$ cat src/rtl/spram_2048_40bit_arbiter.sv
// rtl/spram_2048_40bit_arbiter.sv - round-robin two-port arbiter with zero-fill init for a 2048x40 SPRAM
module spram_2048_40bit_arbiter #(
  parameter int AWIDTH      = 11,
  parameter int DWIDTH      = 40,
  parameter int NUM_WORDS   = 2048,
  parameter int INIT_ENABLE = 1
) (
  input  logic              clk,
  input  logic              reset,
  input  logic              a_valid,
  output logic              a_ready,
  input  logic              a_wren,
  input  logic [AWIDTH-1:0] a_addr,
  input  logic [DWIDTH-1:0] a_wdata,
  output logic              a_rvalid,
  output logic [DWIDTH-1:0] a_rdata,
  input  logic              b_valid,
  output logic              b_ready,
  input  logic              b_wren,
  input  logic [AWIDTH-1:0] b_addr,
  input  logic [DWIDTH-1:0] b_wdata,
  output logic              b_rvalid,
  output logic [DWIDTH-1:0] b_rdata,
  output logic              init_done,
  output logic [AWIDTH-1:0] ram_address,
  output logic              ram_wren,
  output logic [DWIDTH-1:0] ram_data,
  input  logic [DWIDTH-1:0] ram_out
);

  typedef enum logic {S_INIT, S_RUN} state_t;

  state_t            state;
  logic [AWIDTH-1:0] init_cnt;
  logic [AWIDTH-1:0] addr_q;
  logic              prio;
  logic              a_rvalid_q;
  logic              b_rvalid_q;
  logic              run;
  logic              sweeping;
  logic              grant_a;
  logic              grant_b;

  // Gating with reset keeps every handshake output quiet while reset is held.
  assign run      = !reset && ((state == S_RUN) || (INIT_ENABLE == 0));
  assign sweeping = !reset && (state == S_INIT) && (INIT_ENABLE != 0);

  assign grant_a = run && a_valid && (!b_valid || !prio);
  assign grant_b = run && b_valid && (!a_valid ||  prio);

  assign a_ready   = grant_a;
  assign b_ready   = grant_b;
  assign init_done = run;

  // A read already in flight when reset arrives must not surface.
  assign a_rvalid = a_rvalid_q && !reset;
  assign b_rvalid = b_rvalid_q && !reset;
  assign a_rdata  = ram_out;
  assign b_rdata  = ram_out;

  always_comb begin
    ram_wren    = 1'b0;
    ram_address = addr_q;
    ram_data    = '0;
    if (sweeping) begin
      ram_wren    = 1'b1;
      ram_address = init_cnt;
    end else if (grant_a) begin
      ram_wren    = a_wren;
      ram_address = a_addr;
      ram_data    = a_wdata;
    end else if (grant_b) begin
      ram_wren    = b_wren;
      ram_address = b_addr;
      ram_data    = b_wdata;
    end
  end

  always_ff @(posedge clk) begin
    if (reset) begin
      state      <= S_INIT;
      init_cnt   <= '0;
      addr_q     <= '0;
      prio       <= 1'b0;
      a_rvalid_q <= 1'b0;
      b_rvalid_q <= 1'b0;
    end else begin
      addr_q     <= ram_address;
      a_rvalid_q <= grant_a && !a_wren;
      b_rvalid_q <= grant_b && !b_wren;
      // Priority moves to whichever port lost, so an idle cycle leaves it alone.
      if (grant_a) begin
        prio <= 1'b1;
      end else if (grant_b) begin
        prio <= 1'b0;
      end
      case (state)
        S_INIT: begin
          if (INIT_ENABLE == 0) begin
            state <= S_RUN;
          end else begin
            init_cnt <= init_cnt + 1'b1;
            if (init_cnt == AWIDTH'(NUM_WORDS - 1)) begin
              state <= S_RUN;
            end
          end
        end
        default: state <= S_RUN;
      endcase
    end
  end

endmodule

$ cat config.mk
export PLATFORM = sky130hd
export DESIGN_NAME = spram_2048_40bit_arbiter
export DESIGN_NICKNAME = d
export VERILOG_FILES = /design/src/rtl/spram_2048_40bit_arbiter.sv
export SDC_FILE = /design/constraint.sdc
export NUM_CORES = 1
export LEC_CHECK = 0
export ABC_AREA = 1
export BUFFER_PORTS_ARGS = -buffer_cell sky130_fd_sc_hd__buf_2
export CORE_AREA = 3 3 109 111
export DETAILED_ROUTE_END_ITERATION = 6
export DIE_AREA = 0 0 112 114
export GPL_ROUTABILITY_DRIVEN = 0
export REMOVE_ABC_BUFFERS = 1
export SKIP_LAST_GASP = 1
export SLEW_MARGIN = 20
export SYNTH_ARGS = -nofsm -noshare
export SYNTH_HDL_FRONTEND = slang
export SYNTH_SLANG_ARGS = --single-unit
$ cat constraint.sdc
create_clock -name clk -period 1.3 [get_ports clk]
set_clock_uncertainty 0.2 [all_clocks]
set_input_delay 0.195 -clock clk [delete_from_list [all_inputs] [get_ports clk]]
set_output_delay 0.195 -clock clk [all_outputs]
set_load 0.01 [all_outputs]
==> flow_summary_export.csv, run 1 <==
group,metric,value,unit
final_layout,stdcell_count,629,
grt,grt_usage,29.6,%
synthesis,async_reset_ff_share,0,%
clocking,ctsHoldBuffers,1,
sta,fin_hold_ws,-113,ps
sta,hold_violations,1,
flow_run,maxCapViolCount,0,
routing,detail_route.vias_per_cell,5.01,
worst_setup_path,worst_setup_path_start_kind,"flop",
grt,grt.overflow.total,0,
synthesis,synth.cell_area,0.00260,mm2
worst_setup_path,critPathRequiredTime,900,ps
final_layout,fillers,1168,
floorplanning,die_area,0.0128,mm2
worst_setup_path,cp_max_fo,7,
final_layout,syn2layout_area_growth,42.1,%
sta,fin_crit_sh,152,%
floorplanning,ioPinCount,285,
synthesis,synth-warning-count,0,
routing,drtAntennaViolNets,0,
routing,drt-total-wl,20.1,mm
worst_setup_path,end_kind,"output port",
synthesis,syn-instance-count,372,
clocking,cts_tree,"done",
floorplanning,start_util,23.9,%
synthesis,synth_ff_type,"dfxtp_1",
floorplanning,die_y,114,um
floorplanning,die_w,112,um
synthesis,synth_edf_count,0,
synthesis,synthTopCellsByArea,"buf_4 (24%), dfxtp_1 (20%), a22o_1 (14%)",
placed_design,io_buffers,164,
clocking,numCtsBuffers,3,
worst_setup_path,worstPathArrival,1580,ps
final_layout,n_antenna_cell,0,
final_layout,final_layout_size_suffix_gt1_share,54.6,%
routing,drc,0,
synthesis,ys_seq_area_share,20.0,%
synthesis,ys_ff_latch,26,
sta,max_freq,506,MHz
grt,grt_max_degree,34,
routing,wl_per_cell,32.0,um
clocking,clock_sinks,26,
placed_design,dp.cells,615,
status,violations,"negative hold slack, negative setup slack",
placed_design,place_ws,-480,ps
clocking,clock_latency,280,ps
routing,dr.pass1.iters,4,
clocking,cts_max_path_buffers,2,
sta,slew_violations,0,
synthesis,synth_top_area_cell,"buf_4",
final_layout,num-nets-final,640,
clocking,cts_root_buf,"clkbuf_8",
power,p_per_area,455,mW/mm2
grt,grt_pass1_vias,3000,
floorplanning,coreArea,0.0109,mm2
final_layout,layout_commonest_cell,"buf_2",
sta,fin_ws,-675,ps
sta,rsz0062_at_grt,"yes",
grt,grt_antenna_before_repair,0,
routing,drt-initial-drc-count,167,
sta,slew_headroom,78.0,%
clocking,clk_pin_slew,100,ps
power,irDropWorstVdd,0.000282,V
grt,grt_pass1_wl,25.6,mm
synthesis,yosysTopAreaCellShare,24.2,%
sta,finalSetupTns,-35200,ps
synthesis,synth_cell_types,21,
floorplanning,rows,38,
sta,final-setup-viol-count,73,
worst_setup_path,worst-setup-path-type,"reg -> out",
power,total_leakage_power,2.01,nW
sta,tightest_slew,330,ps
placed_design,dpl.hpwl,17.4,mm
worst_hold_path,min_path_type,"in -> reg",
synthesis,syn_avg_cell_area,7.00,um2
sta,finalCriticalPeriod,1970,ps
clocking,ctsHtreeMaxLevel,1,
status,status,"finished with violations",
routing,dr_total_vias,3151,
final_layout,layout_common_cells,"buf_2 (139), nand2_1 (64), buf_4 (45)",
final_layout,multi_input_area,0.00134,mm2
final_layout,seqCellArea,527,um2
cell type report:
type                       count  area share (%)
clock buffer                   3            1.12
inverter                      47            5.11
timing repair buffer         214            38.5
tap                          140            4.74
sequential                    26            14.2
multi-input combinational    199            36.2
cell families (layout without fill, tap and decap cells):
family          Yosys count  in the layout  synth area share, %
compound gates           69             69                 19.6
fa+ha+maj                 1              1                0.481
simple gates            129            129                 23.7
flops                    26             26                 20.0
buf+inv                 147            264                 36.2
per-layer routing:
metal / vias to the layer above / GRT usage, % / part of all wire, %
met1: 1431 / 25.8 / 30
met4: 0 / 10.1 / 4.5
met5: - / 4.71 / 0
met2: 300 / 51.4 / 48
li1: 1392 / - / -
met3: 28 / 23.0 / 18
cells in the mapped netlist (6+ instances only):
cell type  number
nand3_1        13
buf_6           9
buf_4          84
a21oi_1        18
nor2_1         15
o21ai_0         7
buf_2           6
inv_1          44
a22o_1         41
nand4_1        26
dfxtp_1        26
nand2_1        67
what timing repair did:
item / CTS / global route
setup endpoints to repair: 75 / 78
pin swaps: 10 / 19
endpoints found under the hold margin: 2 / 1
gates cloned: 1 / 2
gates resized for setup: 53 / 48
setup buffers: 4 / 4
sequential cells by signal, indices dropped and copies added, names as in the netlist:
signal	count
addr_q	11
init_cnt	11
a_rvalid_q	1
b_rvalid_q	1
prio	1
state	1
power by group:
part / internal (mW) / switching (mW)
clock network: 0.209 / 0.279
logic: 0.187 / 0.189
registers: 0.810 / 0.0104
worst paths after layout:
check	startpoint	end	slack, ps	cells past startpoint
max	state	ram_data[35]	-670	8
min	a_wren	a_rvalid_q	-110	2
max reg2reg	state	addr_q[7]	-220	8
min reg2reg	init_cnt[10]	init_cnt[10]	320	2
worst max-delay path, stage by stage, from the launching register on:
cell and delay, ps:
dfxtp_2 360, inv_4 50, nor2_8 130, nand3_4 110, inv_6 110, buf_6 130, buf_12 130, a22o_4 170
buf_6 110
stage by stage:
step                      utilization [%]  hold WS [ps]  total power [mW]  area, um2
after floorplan                         -          57.4             0.911       1840
after global placement               29.2           182              1.17       3180
after detailed placement             29.2           183              1.17       3180
after CTS                            32.4          -114              1.67       3530
after global routing                 34.0          -108              1.75       3700
final                                34.0          -113              1.68       3700
(Power assumes the default switching activity.)
==> run 2, diff against run 1 <==
Settings changed: BUFFER_PORTS_ARGS -buffer_cell sky130_fd_sc_hd__buf_2 to unset, CORE_AREA 3 3 109 111 to 3 3 110 112, DIE_AREA 0 0 112 114 to 0 0 113 115, DONT_BUFFER_PORTS set to 1.
==> run 2 against run 1 <==
Compared with the run above:
- the flow still finishes with violations (negative hold slack, negative setup slack)
- cell count decreased by 24%
- worst setup slack improved by 100 ps
- die area increased by 1.8%
- fmax increased by 5.4%
- largest power group unchanged
- register-to-register slack got worse by 120 ps
==> flow_summary_export.csv, run 2 (synthesized netlist as in run 1, its figures left out) <==
group,metric,value,unit
status,status,"finished with violations",
status,violations,"negative hold slack, negative setup slack",
power,p_sw_share,23.6,%
worst_setup_path,reg2reg_slack,-340,ps
routing,top_layer,"met5",
clocking,clock_sinks,26,
floorplanning,coreArea,0.0113,mm2
worst_setup_path,cp_max_fo,7,
final_layout,top_regs,"addr_q x11, init_cnt x11",
worst_setup_path,reg2reg_to,"prio",
routing,drt-total-wl,17.7,mm
final_layout,final_layout_size_suffix_gt1_share,44.7,%
grt,grt_max_degree,22,
clocking,clock_latency,270,ps
flow_run,maxCapViolCount,0,
worst_setup_path,end_kind,"output port",
floorplanning,die_w,113,um
routing,dr_total_vias,2556,
placed_design,io_buffers,0,
power,switchingPower,0.418,mW
clocking,cts_max_path_buffers,2,
worst_setup_path,crit_start,"state",
placed_design,dpl.hpwl,15.0,mm
sta,fin_hold_ws,-177,ps
sta,slew_headroom,55.0,%
sta,slew_violations,0,
floorplanning,start_util,23.0,%
routing,dr_wl_met2,9.21,mm
power,p_per_area,544,mW/mm2
placed_design,place_ws,-408,ps
routing,met1_length,4.57,mm
floorplanning,ioPinCount,285,
clocking,cts_tree,"done",
grt,grt_usage,25.3,%
clocking,ctsHtreeMaxLevel,1,
power,comb_power_share,10.0,%
floorplanning,die_area,0.0130,mm2
worst_setup_path,critPathRequiredTime,900,ps
final_layout,fin_util,28.8,%
clocking,cts_root_buf,"clkbuf_16",
power,intPower,1.36,mW
sta,finalSetupTns,-31320,ps
floorplanning,rows,39,
routing,wl_per_cell,37.1,um
worst_setup_path,worst-setup-path-type,"reg -> out",
routing,drt-initial-drc-count,206,
sta,hold_violations,1,
sta,fin_crit_sh,144,%
sta,final-setup-viol-count,76,
floorplanning,die_y,115,um
power,seqPwrFrac,46.2,%
final_layout,layout_common_cells,"nand2_1 (48), inv_1 (40), a22o_4 (38)",
routing,drc,0,
routing,dr.pass1.iters,4,
routing,detail_route.vias_per_cell,5.36,
routing,drtAntennaViolNets,0,
power,irDropWorstVdd,0.000472,V
power,totalPowerFinal,1.77,mW
power,total_leakage_power,1.54,nW
grt,grt_antenna_before_repair,1,
final_layout,num-nets-final,483,
grt,grt.overflow.total,0,
clocking,numCtsBuffers,3,
final_layout,syn2layout_area_growth,25.2,%
worst_hold_path,min_path_type,"in -> reg",
worst_setup_path,worstPathArrival,1480,ps
grt,grt_pass1_wl,21.9,mm
sta,fin_ws,-574,ps
worst_setup_path,r2r_start,"state",
sta,max_freq,534,MHz
worst_setup_path,worstSetupEndpoint,"ram_data[27]",
worst_setup_path,worst_setup_path_start_kind,"flop",
grt,grt_pass1_vias,2428,
final_layout,layout_commonest_cell,"nand2_1",
clocking,clk_pin_slew,70,ps
sta,rsz0062_at_grt,"yes",
sta,finalCriticalPeriod,1870,ps
power,clkPwrFrac,43.8,%
sta,tightest_slew,673,ps
routing,route.met3.wl,2.77,mm
worst_setup_path,reg2reg_depth,9,
-- run 2: layout make-up --
class                      instances  area, um2
fill                            1195       8060
sequential                        26        537
inverter                          47        199
clock buffer                       4       88.8
antenna                            1       2.50
multi-input combinational        199       1590
timing repair buffer              57        661
tap                              143        179
-- run 2: worst max-delay path, stage by stage, from the launching register on --
cell,delay [ps]
dfxtp_4,360
inv_4,70
nor2_8,50
nand3_4,100
clkinv_8,110
buf_12,160
a22o_1,210
buf_4,140
-- run 2: what timing repair did --
action,4_1_cts,5_1_grt
resized for setup,83,36
hold buffers,1,1
buffers inserted,6,7
hold endpoints to repair,15,14
pin swaps,10,16
gates cloned,5,3
setup endpoints to repair,77,78
-- run 2: worst min path at each step --
stage                       from    endpoint  slack, ps  cells after the start
after floorplan            reset   addr_q[1]         60                      1
after global placement     reset   addr_q[1]         60                      1
after detailed placement   reset   addr_q[1]         70                      1
after CTS                  reset   addr_q[1]       -220                      1
after global routing      a_wren  a_rvalid_q       -180                      1
final                     a_wren  a_rvalid_q       -180                      1
-- run 2: stage by stage --
step / instance area, um2 / std cells
4_1_cts: 3100 / 469
2_1_floorplan: 1840 / 272
3_5_place_dp: 2340 / 455
3_3_place_gp: 2340 / 455
5_1_grt: 3260 / 476
6_report: 3260 / 477
-- run 2: power groups by stage --
stage / combinational, mW / sequential, mW / clock, mW
finish: 0.178 / 0.819 / 0.777
global placement: 0.135 / 0.835 / 0
floorplan: 0.0769 / 0.835 / 0
detailed placement: 0.137 / 0.836 / 0
global route: 0.195 / 0.821 / 0.811
CTS: 0.149 / 0.822 / 0.770
-- run 2: per-layer routing --
layer  track usage (%)  vias to the layer above
met5              5.19                        -
met4              12.6                        4
met3              19.0                       37
met2              46.3                      268
met1              19.1                     1163
li1                  -                     1084
